<file path="src/rtl/meta_info_pkg.sv">
// -----------------------------------------------------------------------------
// meta_info_pkg
// Shared types and constants for the meta-info string sequencer.
//   state_t  : sequencer FSM states
//   IDX_W    : width of the ROM project and character indices
//   CHR_W    : width of one ROM character
//   CHR_NUL  : string terminator
//   CHR_NL   : newline appended after a string
//   sat_len  : clamps the 7-bit internal character count onto the 6-bit len port
// -----------------------------------------------------------------------------
package meta_info_pkg;

   localparam int IDX_W = 6;
   localparam int CHR_W = 8;

   localparam logic [CHR_W-1:0] CHR_NUL = 8'h00;
   localparam logic [CHR_W-1:0] CHR_NL  = 8'h0A;

   typedef enum logic [2:0] {
      IDLE = 3'd0,
      WAIT = 3'd1,
      EMIT = 3'd2,
      NL   = 3'd3,
      DONE = 3'd4
   } state_t;

   // A 64-character string overflows the 6-bit len port; report 63 instead of wrapping to 0.
   function automatic logic [IDX_W-1:0] sat_len(input logic [IDX_W:0] cnt);
      logic [IDX_W-1:0] res;
      if (cnt[IDX_W]) begin
         res = 6'd63;
      end else begin
         res = cnt[IDX_W-1:0];
      end
      return res;
   endfunction

endpackage

</file>
<file path="src/rtl/meta_info_sequencer.sv">
// -----------------------------------------------------------------------------
// meta_info_sequencer
// Streams one project's metadata string out of the meta-info character ROM onto
// a byte valid/ready port, optionally followed by a newline.
// Ports:
//   clock, reset          : rising-edge clock, asynchronous active-low reset
//   start, proj_sel       : request to stream the string of proj_sel (IDLE only)
//   busy, done, len       : status; done pulses once, len = characters emitted
//   rom_proj_idx,
//   rom_chr_idx, rom_chr  : ROM address lines (owned here) and returned data
//   out_data, out_valid,
//   out_ready             : byte stream towards the sink
// All outputs come straight from flops.
// -----------------------------------------------------------------------------
module meta_info_sequencer
   import meta_info_pkg::*;
#(
   parameter int ROM_LATENCY  = 2,
   parameter int MAX_LEN      = 63,
   parameter int EMIT_NEWLINE = 1
) (
   input  logic             clock,
   input  logic             reset,
   input  logic             start,
   input  logic [IDX_W-1:0] proj_sel,
   output logic             busy,
   output logic             done,
   output logic [IDX_W-1:0] len,
   output logic [IDX_W-1:0] rom_proj_idx,
   output logic [IDX_W-1:0] rom_chr_idx,
   input  logic [CHR_W-1:0] rom_chr,
   output logic [CHR_W-1:0] out_data,
   output logic             out_valid,
   input  logic             out_ready
);

   // Wait reload leaves exactly ROM_LATENCY edges between an index change and the sampling edge.
   localparam logic [2:0]       WAIT_INIT = 3'(ROM_LATENCY - 1);
   localparam logic [IDX_W-1:0] LAST_IDX  = 6'(MAX_LEN - 1);
   localparam logic             ADD_NL    = (EMIT_NEWLINE != 0);

   state_t           state_q, state_d;
   logic [2:0]       wait_q, wait_d;
   logic [IDX_W:0]   count_q, count_d;
   logic [IDX_W-1:0] rom_proj_idx_q, rom_proj_idx_d;
   logic [IDX_W-1:0] rom_chr_idx_q, rom_chr_idx_d;
   logic [CHR_W-1:0] out_data_q, out_data_d;
   logic             out_valid_q, out_valid_d;
   logic             done_q, done_d;
   logic [IDX_W-1:0] len_q, len_d;
   logic             busy_q, busy_d;
   logic             xfer_s;

   assign xfer_s = out_valid_q & out_ready;

   // Next-state and next-output computation for the whole sequencer.
   always_comb begin
      state_d        = state_q;
      wait_d         = wait_q;
      count_d        = count_q;
      rom_proj_idx_d = rom_proj_idx_q;
      rom_chr_idx_d  = rom_chr_idx_q;
      out_data_d     = out_data_q;
      out_valid_d    = out_valid_q;
      done_d         = 1'b0;
      len_d          = len_q;

      case (state_q)
         IDLE: begin
            if (start) begin
               rom_proj_idx_d = proj_sel;
               rom_chr_idx_d  = 6'd0;
               count_d        = 7'd0;
               wait_d         = WAIT_INIT;
               state_d        = WAIT;
            end else begin
               state_d = IDLE;
            end
         end
         WAIT: begin
            if (wait_q != 3'd0) begin
               wait_d = wait_q - 3'd1;
            end else if (rom_chr == CHR_NUL) begin
               if (ADD_NL) begin
                  out_data_d  = CHR_NL;
                  out_valid_d = 1'b1;
                  state_d     = NL;
               end else begin
                  done_d  = 1'b1;
                  len_d   = sat_len(count_q);
                  state_d = DONE;
               end
            end else begin
               out_data_d  = rom_chr;
               out_valid_d = 1'b1;
               state_d     = EMIT;
            end
         end
         EMIT: begin
            if (xfer_s) begin
               count_d = count_q + 7'd1;
               // The last allowed index ends the string; the index never wraps back to 0.
               if (rom_chr_idx_q == LAST_IDX) begin
                  if (ADD_NL) begin
                     out_data_d  = CHR_NL;
                     out_valid_d = 1'b1;
                     state_d     = NL;
                  end else begin
                     out_valid_d = 1'b0;
                     done_d      = 1'b1;
                     len_d       = sat_len(count_d);
                     state_d     = DONE;
                  end
               end else begin
                  rom_chr_idx_d = rom_chr_idx_q + 6'd1;
                  wait_d        = WAIT_INIT;
                  out_valid_d   = 1'b0;
                  state_d       = WAIT;
               end
            end else begin
               state_d = EMIT;
            end
         end
         NL: begin
            if (xfer_s) begin
               out_valid_d = 1'b0;
               done_d      = 1'b1;
               len_d       = sat_len(count_q);
               state_d     = DONE;
            end else begin
               state_d = NL;
            end
         end
         DONE: begin
            state_d = IDLE;
         end
         default: begin
            out_valid_d = 1'b0;
            state_d     = IDLE;
         end
      endcase

      busy_d = (state_d != IDLE);
   end

   // State and output registers.
   always_ff @(posedge clock or negedge reset) begin
      if (!reset) begin
         state_q        <= IDLE;
         wait_q         <= 3'd0;
         count_q        <= 7'd0;
         rom_proj_idx_q <= 6'd0;
         rom_chr_idx_q  <= 6'd0;
         out_data_q     <= 8'h00;
         out_valid_q    <= 1'b0;
         done_q         <= 1'b0;
         len_q          <= 6'd0;
         busy_q         <= 1'b0;
      end else begin
         state_q        <= state_d;
         wait_q         <= wait_d;
         count_q        <= count_d;
         rom_proj_idx_q <= rom_proj_idx_d;
         rom_chr_idx_q  <= rom_chr_idx_d;
         out_data_q     <= out_data_d;
         out_valid_q    <= out_valid_d;
         done_q         <= done_d;
         len_q          <= len_d;
         busy_q         <= busy_d;
      end
   end

   assign busy         = busy_q;
   assign done         = done_q;
   assign len          = len_q;
   assign rom_proj_idx = rom_proj_idx_q;
   assign rom_chr_idx  = rom_chr_idx_q;
   assign out_data     = out_data_q;
   assign out_valid    = out_valid_q;

endmodule

</file>
<file path="config.mk">
export PLATFORM = sky130hd
export DESIGN_NAME = meta_info_sequencer
export DESIGN_NICKNAME = d
export VERILOG_FILES = /design/src/rtl/meta_info_pkg.sv /design/src/rtl/meta_info_sequencer.sv
export SDC_FILE = /design/constraint.sdc
export NUM_CORES = 1
export LEC_CHECK = 0
export CORE_MARGIN = 8
export CORE_UTILIZATION = 50
export DETAILED_ROUTE_END_ITERATION = 10
export GPL_TIMING_DRIVEN = 0
export PLACE_DENSITY_LB_ADDON = 0.12
export SLEW_MARGIN = 20
export SYNTH_ARGS = -nofsm -noshare
export SYNTH_HDL_FRONTEND = slang
export SYNTH_SLANG_ARGS = --single-unit
</file>
<file path="constraint.sdc">
create_clock -name clock -period 3.21 [get_ports clock]
set_input_delay 0.963 -clock clock [delete_from_list [all_inputs] [get_ports clock]]
set_output_delay 0.963 -clock clock [all_outputs]
set_load 0.01 [all_outputs]
</file>
==> results.sh, run 1 <==
export IMPL_drive_above_1_share=0.106
export IMPL_dieHeight_um=79.1
export IMPL_relSlewSlack=0.698
export IMPL_slowest_stage="or4_1"
export IMPL_switching_power_uw=195
export IMPL_ios=47
export IMPL_die_w_um=79.1
export IMPL_synth_warnings=0
export IMPL_synth_edff_count=0
export IMPL_drt_wl_total_um=4500
export IMPL_regToRegSetupSlack_ps=1430
export IMPL_synthAdderAreaFrac=0.0314
export IMPL_maxCapViolCount=0
export IMPL_portBuffers=46
export IMPL_p_leak_nw=1.19
export IMPL_min_period_ps=2320
export IMPL_comb_power_share=0.054
export IMPL_dr_pass1_iters=4
export IMPL_start_util=0.509
export IMPL_antenna_found_initial=0
export IMPL_fin_crit_sh=0.723
export IMPL_coreArea_um2=3910
export IMPL_cts_hold_buf=0
export IMPL_fmax_mhz=431
export IMPL_drtIter0Drc=123
export IMPL_yosysSeqAreaShare=0.528
export IMPL_avgSynthCellArea_um2=10.0
export IMPL_fillCellCount=347
export IMPL_seqPwrFrac=0.574
export IMPL_crit_required_ps=3430
export IMPL_pre_cts_ws_ps=612
export IMPL_path_clk_slew_ps=80
export IMPL_crit_path_end_kind="register"
export IMPL_place_congestion=0.794
export IMPL_maxSlewViolCount=0
export IMPL_cp_start_kind="input port"
export IMPL_setup_viol=0
export IMPL_outcome="completed"
export IMPL_synth_xor_area_frac=0.0132
export IMPL_swShare=0.210
export IMPL_grt_ovfl_total=0
export IMPL_worst_pin_slew_ps=451
export IMPL_netlist_instances=199
export IMPL_async_reset_ff_frac=1.00
export IMPL_cts_buffer_depth=2
export IMPL_grt_total_usage=0.148
export IMPL_die_area_um2=6260
export IMPL_final_nets=276
export IMPL_synth_top_family_by_area="simple AND/OR/NAND/NOR gates"
export IMPL_clk_latency_ps=290
export IMPL_cts_buffers=5
export IMPL_ys_types=45
export IMPL_syn_cell_area_um2=1990
export IMPL_crit_type="in2reg"
export IMPL_finalSetupTns_ps=0
export IMPL_hold_worst_slack_ps=485
export IMPL_hold_depth=2
export IMPL_syn_nets=222
export IMPL_grt_setup_unrepaired="no"
export IMPL_hold_viol_final=0
export IMPL_p_clk_frac=0.371
export IMPL_power_internal_uw=735
export IMPL_max_stage_delay_ps=510
export IMPL_areaGrowthSynthToFinish_pct=31.6
export IMPL_crit_arrival_ps=2540
export IMPL_fin_ws_ps=888
export IMPL_cts_sinks=42
export IMPL_rows=23
export IMPL_synthMuxAreaShare=0.0107
export IMPL_ir_drop_mv=0.216
export IMPL_cts_tree="yes"
export IMPL_power_density_nw_per_um2=355
export IMPL_finClkSkew_ps=5.50
export IMPL_cp_max_fo=8
export IMPL_wl_per_cell_um=14.8
export IMPL_synth_flop_cell="dfrtp_1"
export IMPL_drc=0
export IMPL_reg2reg_depth=7
export IMPL_hp_class="reg2reg"
export IMPL_vias=1656
export IMPL_cts_resized_gates=0
export IMPL_htree_levels=2
export IMPL_grt_pass1_vias=1652
export IMPL_ant_nets=0
export IMPL_root_buffer="clkbuf_8"
export IMPL_worstPathCellList="clkdlybuf4s50_1 -> nor2b_1 -> o21ai_4 -> or4_1 -> a21oi_1"
export IMPL_grt_pass1_wl_um=7500
export IMPL_routed_via_density=5.45
export IMPL_synth_compound_area_frac=0.164
export IMPL_antenna_cells=0
export IMPL_dpl_hpwl_um=3360
export IMPL_synth_simple_area_share=0.215
export IMPL_synth_seq_cells=42
export IMPL_cts_setup_buffers=0
export IMPL_grt_max_degree=29
-- flip-flops by register name, summed over array words and instances (netlist names), 3 cells and up --
register,cells
out_data,8
count_q,7
len,6
rom_chr_idx,6
rom_proj_idx,6
state_q,3
wait_q,3
-- power groups by stage --
stage          logic (mW)  registers [mW]  clock network [mW]
6_report           0.0504           0.535               0.346
3_3_place_gp       0.0492           0.545                   0
5_1_grt            0.0565           0.535               0.375
2_1_floorplan     0.00464           0.547                   0
3_5_place_dp       0.0518           0.545                   0
4_1_cts            0.0520           0.534               0.357
-- routing by layer --
| metal | global-route usage | share of wire | wire length [µm] |
|---|---|---|---|
| met4 | 0.0444 | 0.011 | 51 |
| met5 | 0 | 0 | 0 |
| met2 | 0.234 | 0.45 | 2040 |
| met1 | 0.190 | 0.48 | 2180 |
| met3 | 0.0463 | 0.052 | 233 |
-- final cells by class --
cell class,count,area [µm²],share of cell area
tap,50,62.6,0.0239
sequential,42,1050,0.401
inverter,9,33.8,0.0129
multi-input combinational,141,866,0.330
buffer,7,41.3,0.0158
clock inverter,1,5.00,0.00191
clock buffer,7,86.3,0.0329
timing repair buffer,47,475,0.181
-- critical path: cells and delay by family --
family / cells / cell delay (ps)
AND/OR/NAND/NOR: 2 / 790
AO/OA/AOI/OAI: 2 / 290
buffers and inverters: 1 / 500
-- Yosys cell counts (all sizes together), types with 2 or more instances --
cell type  number  share of area
o31ai           3          0.011
nor2           23          0.055
a21o            2         0.0075
a311o           2          0.010
nand2          29          0.055
and2            2         0.0063
or4             4          0.015
buf             7          0.021
xnor2           2         0.0088
a22o            6          0.026
o22a            2         0.0088
o22ai           3         0.0094
ha              5          0.031
inv             9          0.017
nand3           8          0.023
nor4            4          0.016
o21ai           9          0.028
nor3            3          0.010
a21oi          16          0.042
nand4           2         0.0063
or3             3         0.0094
dfrtp          42           0.53
-- through the flow --
step	std cells	instance area, µm²	util	power [mW]
6_report	304	2620	0.670	0.930
5_1_grt	304	2620	0.670	0.966
4_1_cts	304	2620	0.670	0.943
3_5_place_dp	296	2530	0.646	0.597
3_3_place_gp	295	2510	0.643	0.594
2_1_floorplan	199	1990	-	0.552
-- layout by cell type, fill, tap and decap left out, types with 3 or more instances in the layout --
master	count
o31ai_1	3
dfrtp_1	42
a21oi_1	15
clkbuf_8	6
nor2_1	19
nand3_1	7
clkdlybuf4s50_1	45
buf_4	3
nor4_1	3
nor2_2	3
ha_1	5
o21ai_0	7
or3_1	3
a22o_1	6
nand2_1	29
buf_2	4
inv_1	9
o22ai_1	3
or4_1	4
-- worst paths after layout --
kind	start	endpoint
setup / recovery	start	count_q[6]
min in group asynchronous	reset	wait_q[2]
max in group asynchronous	reset	len[5]
hold reg to reg	rom_proj_idx[5]	rom_proj_idx[5]
hold / removal	rom_proj_idx[5]	rom_proj_idx[5]
setup reg to reg	wait_q[0]	out_data[4]
-- logic make-up after synthesis --
family | after synthesis
buffers and inverters | 16
AO/OA/AOI/OAI | 48
multiplexers | 2
AND/OR/NAND/NOR | 83
XOR/XNOR | 3
flip-flops | 42
adder cells (fa/ha/maj) | 5
No activity file was read; power rests on OpenSTA's default activity.
==> inputs of run 2 (changes only) <==
CORE_UTILIZATION = 49   (was 50)
clock period = 2.21 ns   (was 3.21 ns; I/O delays follow)
==> results.sh, run 2 (synthesis gave the netlist of run 1 again) <==
export IMPL_fin_crit_sh=0.921
export IMPL_swShare=0.210
export IMPL_maxCapViolCount=0
export IMPL_r2r_start="wait_q[0]"
export IMPL_rows=23
export IMPL_layout_commonest_cell="clkdlybuf4s50_1"
export IMPL_drc=0
export IMPL_finalSetupTns_ps=0
export IMPL_cts_buffers=5
export IMPL_cts_sinks=42
export IMPL_cts_tree="yes"
export IMPL_regToRegSetupSlack_ps=450
export IMPL_hp_class="in2async"
export IMPL_grt_pass1_vias=1637
export IMPL_setup_viol=0
export IMPL_cts_resized_gates=0
export IMPL_grt_pass1_wl_um=7810
export IMPL_crit_required_ps=2430
export IMPL_antenna_cells=0
export IMPL_cp_max_fo=8
export IMPL_dpl_hpwl_um=3430
export IMPL_comb_power_share=0.055
export IMPL_vias=1654
export IMPL_finClkSkew_ps=4.31
export IMPL_dieHeight_um=79.8
export IMPL_grt_total_usage=0.154
export IMPL_outcome="completed"
export IMPL_p_clk_frac=0.365
export IMPL_root_buffer="clkbuf_8"
export IMPL_ir_drop_mv=0.369
export IMPL_cts_buffer_depth=2
export IMPL_r2r_end="out_data[0]"
export IMPL_fmax_mhz=491
export IMPL_ant_nets=0
export IMPL_critPathLaunch="out_ready"
export IMPL_htree_levels=2
export IMPL_seqPwrFrac=0.580
export IMPL_mostFrequentLayoutCells="45 x clkdlybuf4s50_1, 42 x dfrtp_1, 29 x nand2_1, 19 x nor2_1, 15 x a21oi_1"
export IMPL_grt_max_degree=29
export IMPL_portBuffers=46
export IMPL_drtIter0Drc=77
export IMPL_crit_arrival_ps=2250
export IMPL_path_clk_slew_ps=70
export IMPL_coreArea_um2=3970
export IMPL_worst_pin_slew_ps=436
export IMPL_final_core_util=0.658
export IMPL_cts_hold_buf=0
export IMPL_crit_end="count_q[6]"
export IMPL_crit_type="in2reg"
export IMPL_die_w_um=79.8
export IMPL_ios=47
export IMPL_p_leak_nw=1.18
export IMPL_die_area_um2=6360
export IMPL_grt_setup_unrepaired="no"
export IMPL_dr_pass1_iters=4
export IMPL_drive_above_1_share=0.103
export IMPL_cts_setup_buffers=0
export IMPL_relSlewSlack=0.708
export IMPL_power_density_nw_per_um2=512
export IMPL_power_internal_mw=1.06
export IMPL_cp_start_kind="input port"
export IMPL_grt_ovfl_total=0
export IMPL_clk_latency_ps=300
export IMPL_largest_register_ffs=8
export IMPL_maxSlewViolCount=0
export IMPL_wl_per_cell_um=15.4
export IMPL_antenna_found_initial=0
export IMPL_drt_wl_total_um=4640
export IMPL_final_nets=276
export IMPL_start_util=0.502
export IMPL_areaGrowthSynthToFinish_pct=31.2
export IMPL_switching_power_uw=282
export IMPL_routed_via_density=5.48
export IMPL_place_congestion=0.810
export IMPL_crit_path_end_kind="register"
export IMPL_min_period_ps=2040
export IMPL_hold_viol_final=0
export IMPL_reg2reg_depth=7
## run 2: cell count changes in the layout (fill, tap and decap cells not counted)
| cell | before | now |
|---|---|---|
| clkbuf_1 | 1 | 0 |
| clkinv_2 | 1 | 0 |
## run 2: power by group through the flow
stage / clock [mW] / sequential, mW / combinational [mW]
final: 0.488 / 0.777 / 0.0733
after global routing: 0.531 / 0.777 / 0.0810
after CTS: 0.500 / 0.776 / 0.0751
after detailed placement: 0 / 0.792 / 0.0750
after global placement: 0 / 0.791 / 0.0708
after floorplan: 0 / 0.794 / 0.00674
## run 2: critical path, cell delays in order
cell	delay [ps]
clkdlybuf4s50_1	560
and3_4	250
o21ai_4	100
or4_1	510
a21oi_1	170
## run 2: area by class of cell
type                       instances  area, µm²
sequential                        42       1050
fill                             341       1360
tap                               50       62.6
timing repair buffer              47        475
inverter                           9       33.8
buffer                             7       41.3
clock buffer                       6       82.6
multi-input combinational        141        866
## run 2: how the worst min path moves through the flow
stage	startpoint	to	slack, ps	cells past startpoint
after floorplan	reset	busy	370	0
after global placement	rom_proj_idx[5]	rom_proj_idx[5]	460	2
after detailed placement	rom_proj_idx[4]	rom_proj_idx[4]	470	2
after CTS	reset	rom_chr_idx[2]	280	1
after global routing	reset	wait_q[2]	310	1
final	reset	rom_chr_idx[2]	280	1
## run 2: through the flow
step,hold WS (ps),cells,total power [mW],setup slack (ps),instance area [µm²]
after floorplan,367,199,0.801,530,1990
after global placement,459,295,0.862,-594,2510
after detailed placement,469,296,0.867,-119,2530
after CTS,277,302,1.35,192,2610
after global routing,305,302,1.39,131,2610
final,279,302,1.34,175,2610
## run 2: layer usage
metal	track usage	part of all wire
met3	0.0495	0.065
met5	0	0
met4	0.0491	0.012
met2	0.236	0.45
met1	0.201	0.47
==> inputs of run 3 (changes only) <==
ABC_AREA = 1   (was unset)
CORE_UTILIZATION = 50   (was 49)
==> results.sh, run 3 <==
export IMPL_p_leak_nw=1.39
export IMPL_yosys_top_cells_count="96 x nand2_1, 42 x dfrtp_1, 26 x inv_1"
export IMPL_portBuffers=46
export IMPL_grt_pass1_wl_um=7820
export IMPL_drt_wl_total_um=4520
export IMPL_clk_latency_ps=290
export IMPL_grt_max_degree=24
export IMPL_slowest_stage="clkdlybuf4s50_1"
export IMPL_finClkSkew_ps=3.69
export IMPL_cts_setup_buffers=0
export IMPL_dr_pass1_iters=7
export IMPL_antenna_found_initial=0
export IMPL_power_density_nw_per_um2=1190
export IMPL_final_core_util=0.662
export IMPL_path_clk_slew_ps=80
export IMPL_syn_cell_area_um2=2140
export IMPL_grt_ovfl_total=0
export IMPL_mostFrequentLayoutCells="96 x nand2_1, 45 x clkdlybuf4s50_1, 42 x dfrtp_1, 26 x inv_1, 23 x nor2_1"
export IMPL_synth_flop_cell="dfrtp_1"
export IMPL_crit_required_ps=1550
export IMPL_final_nets=340
export IMPL_synth_seq_cells=42
export IMPL_cts_buffers=5
export IMPL_dieHeight_um=81.5
export IMPL_crit_type="reg2out"
export IMPL_synth_most_common_cell="nand2_1"
export IMPL_dpl_hpwl_um=3350
export IMPL_root_buffer="clkbuf_8"
export IMPL_ys_types=24
export IMPL_antenna_cells=0
export IMPL_hp_class="in2async"
export IMPL_vias=1774
export IMPL_grt_pass1_vias=1755
export IMPL_hold_viol_final=0
export IMPL_htree_levels=2
export IMPL_drtIter0Drc=70
export IMPL_crit_path_end_kind="output pin"
export IMPL_pre_cts_ws_ps=147
export IMPL_fin_ws_ps=209
export IMPL_wl_per_cell_um=12.2
export IMPL_critPathBufInv=1
export IMPL_layout_commonest_cell="nand2_1"
export IMPL_crit_arrival_ps=1340
export IMPL_outcome="completed"
export IMPL_grt_setup_unrepaired="no"
export IMPL_cts_buffer_depth=2
export IMPL_relSlewSlack=0.687
export IMPL_fmax_mhz=500
export IMPL_cp_start_kind="register"
export IMPL_routed_via_density=4.79
export IMPL_drive_above_1_share=0.129
export IMPL_synth_warnings=0
export IMPL_areaGrowthSynthToFinish_pct=30.9
export IMPL_cts_sinks=42
export IMPL_synth_top_area_frac=0.491
export IMPL_fin_crit_sh=0.905
export IMPL_worst_pin_slew_ps=469
export IMPL_synth_edff_count=0
export IMPL_min_period_ps=2000
export IMPL_ios=47
export IMPL_synth_largest_area_cell="dfrtp_1"
export IMPL_setup_viol=0
export IMPL_async_reset_ff_frac=1.00
export IMPL_yosysSeqAreaShare=0.491
export IMPL_synth_area_top_cells="dfrtp_1 49%, nand2_1 17%, inv_1 4.6%"
export IMPL_rows=24
export IMPL_start_util=0.506
export IMPL_cts_tree="yes"
export IMPL_ir_drop_mv=0.563
export IMPL_maxSlewViolCount=0
export IMPL_drc=0
export IMPL_die_area_um2=6630
export IMPL_coreArea_um2=4230
export IMPL_avgSynthCellArea_um2=8.14
export IMPL_syn_nets=286
export IMPL_cp_max_fo=6
export IMPL_max_stage_delay_ps=580
export IMPL_worstPathCellList="clkdlybuf4s50_1"
export IMPL_cp_top_family="buffers and inverters"
export IMPL_cts_resized_gates=0
export IMPL_grt_total_usage=0.150
export IMPL_die_w_um=81.5
export IMPL_largest_register_ffs=8
export IMPL_place_congestion=0.809
export IMPL_fillCellCount=373
export IMPL_maxCapViolCount=0
export IMPL_ant_nets=0
export IMPL_cts_hold_buf=0
export IMPL_netlist_instances=263
## run 3: through the flow
stage / cell area (µm²) / cells / total power [mW] / TNS [ps] / hold WS (ps)
3_5_place_dp: 2690 / 362 / 2.76 / 0 / 458
2_1_floorplan: 2140 / 263 / 2.13 / 0 / 367
4_1_cts: 2800 / 370 / 3.39 / 0 / 320
5_1_grt: 2800 / 370 / 3.62 / 0 / 346
6_report: 2800 / 370 / 3.34 / 0 / 312
3_3_place_gp: 2670 / 361 / 2.73 / -25800 / 454
## run 3: final timing paths
kind / from / endpoint / slack (ps) / cells after the start
max in group asynchronous: reset / out_data[4] / 1430 / 2
worst min-delay path: reset / len[2] / 310 / 1
worst max register to register: wait_q[0] / busy / 610 / 7
min in group clock: wait_q[2] / wait_q[2] / 470 / 2
worst min register to register: wait_q[2] / wait_q[2] / 470 / 2
worst max-delay path: rom_chr_idx[1] / rom_chr_idx[1] / 210 / 1
## run 3: final cells by class
| cell class | instances | area, µm² | area share |
|---|---|---|---|
| clock inverters | 3 | 45.0 | 0.0161 |
| flip-flops and latches | 42 | 1050 | 0.375 |
| well taps | 52 | 65.1 | 0.0232 |
| multi-input cells | 188 | 951 | 0.339 |
| inverters | 32 | 125 | 0.0446 |
| repair buffers | 47 | 483 | 0.172 |
| clock buffers | 5 | 68.8 | 0.0245 |
| plain buffers | 1 | 15.0 | 0.00535 |
## run 3: kinds of logic (layout without fill, tap and decap cells)
group / after synthesis / count (layout) / share of synthesized area
DFF: 42 / 42 / 0.491
AOI/OAI and AO/OA: 21 / 21 / 0.0625
buffers and inverters: 33 / 88 / 0.0654
adders and majority gates: 5 / 5 / 0.0292
and+or+nand+nor: 159 / 159 / 0.340
xor gates and xnor gates: 3 / 3 / 0.0123
## run 3: layer usage
| metal | global-route usage | routed length (µm) |
|---|---|---|
| met1 | 0.177 | 1980 |
| met5 | 0 | 0 |
| met2 | 0.251 | 2340 |
| met4 | 0.0589 | 38 |
| met3 | 0.0449 | 159 |
## run 3: power by group
part | switching (mW) | internal, mW | total [mW]
Combinational | 0.844 | 0.697 | 1.54
Sequential | 0.171 | 1.01 | 1.19
Clock | 0.276 | 0.336 | 0.613
Total | 1.29 | 2.05 | 3.34
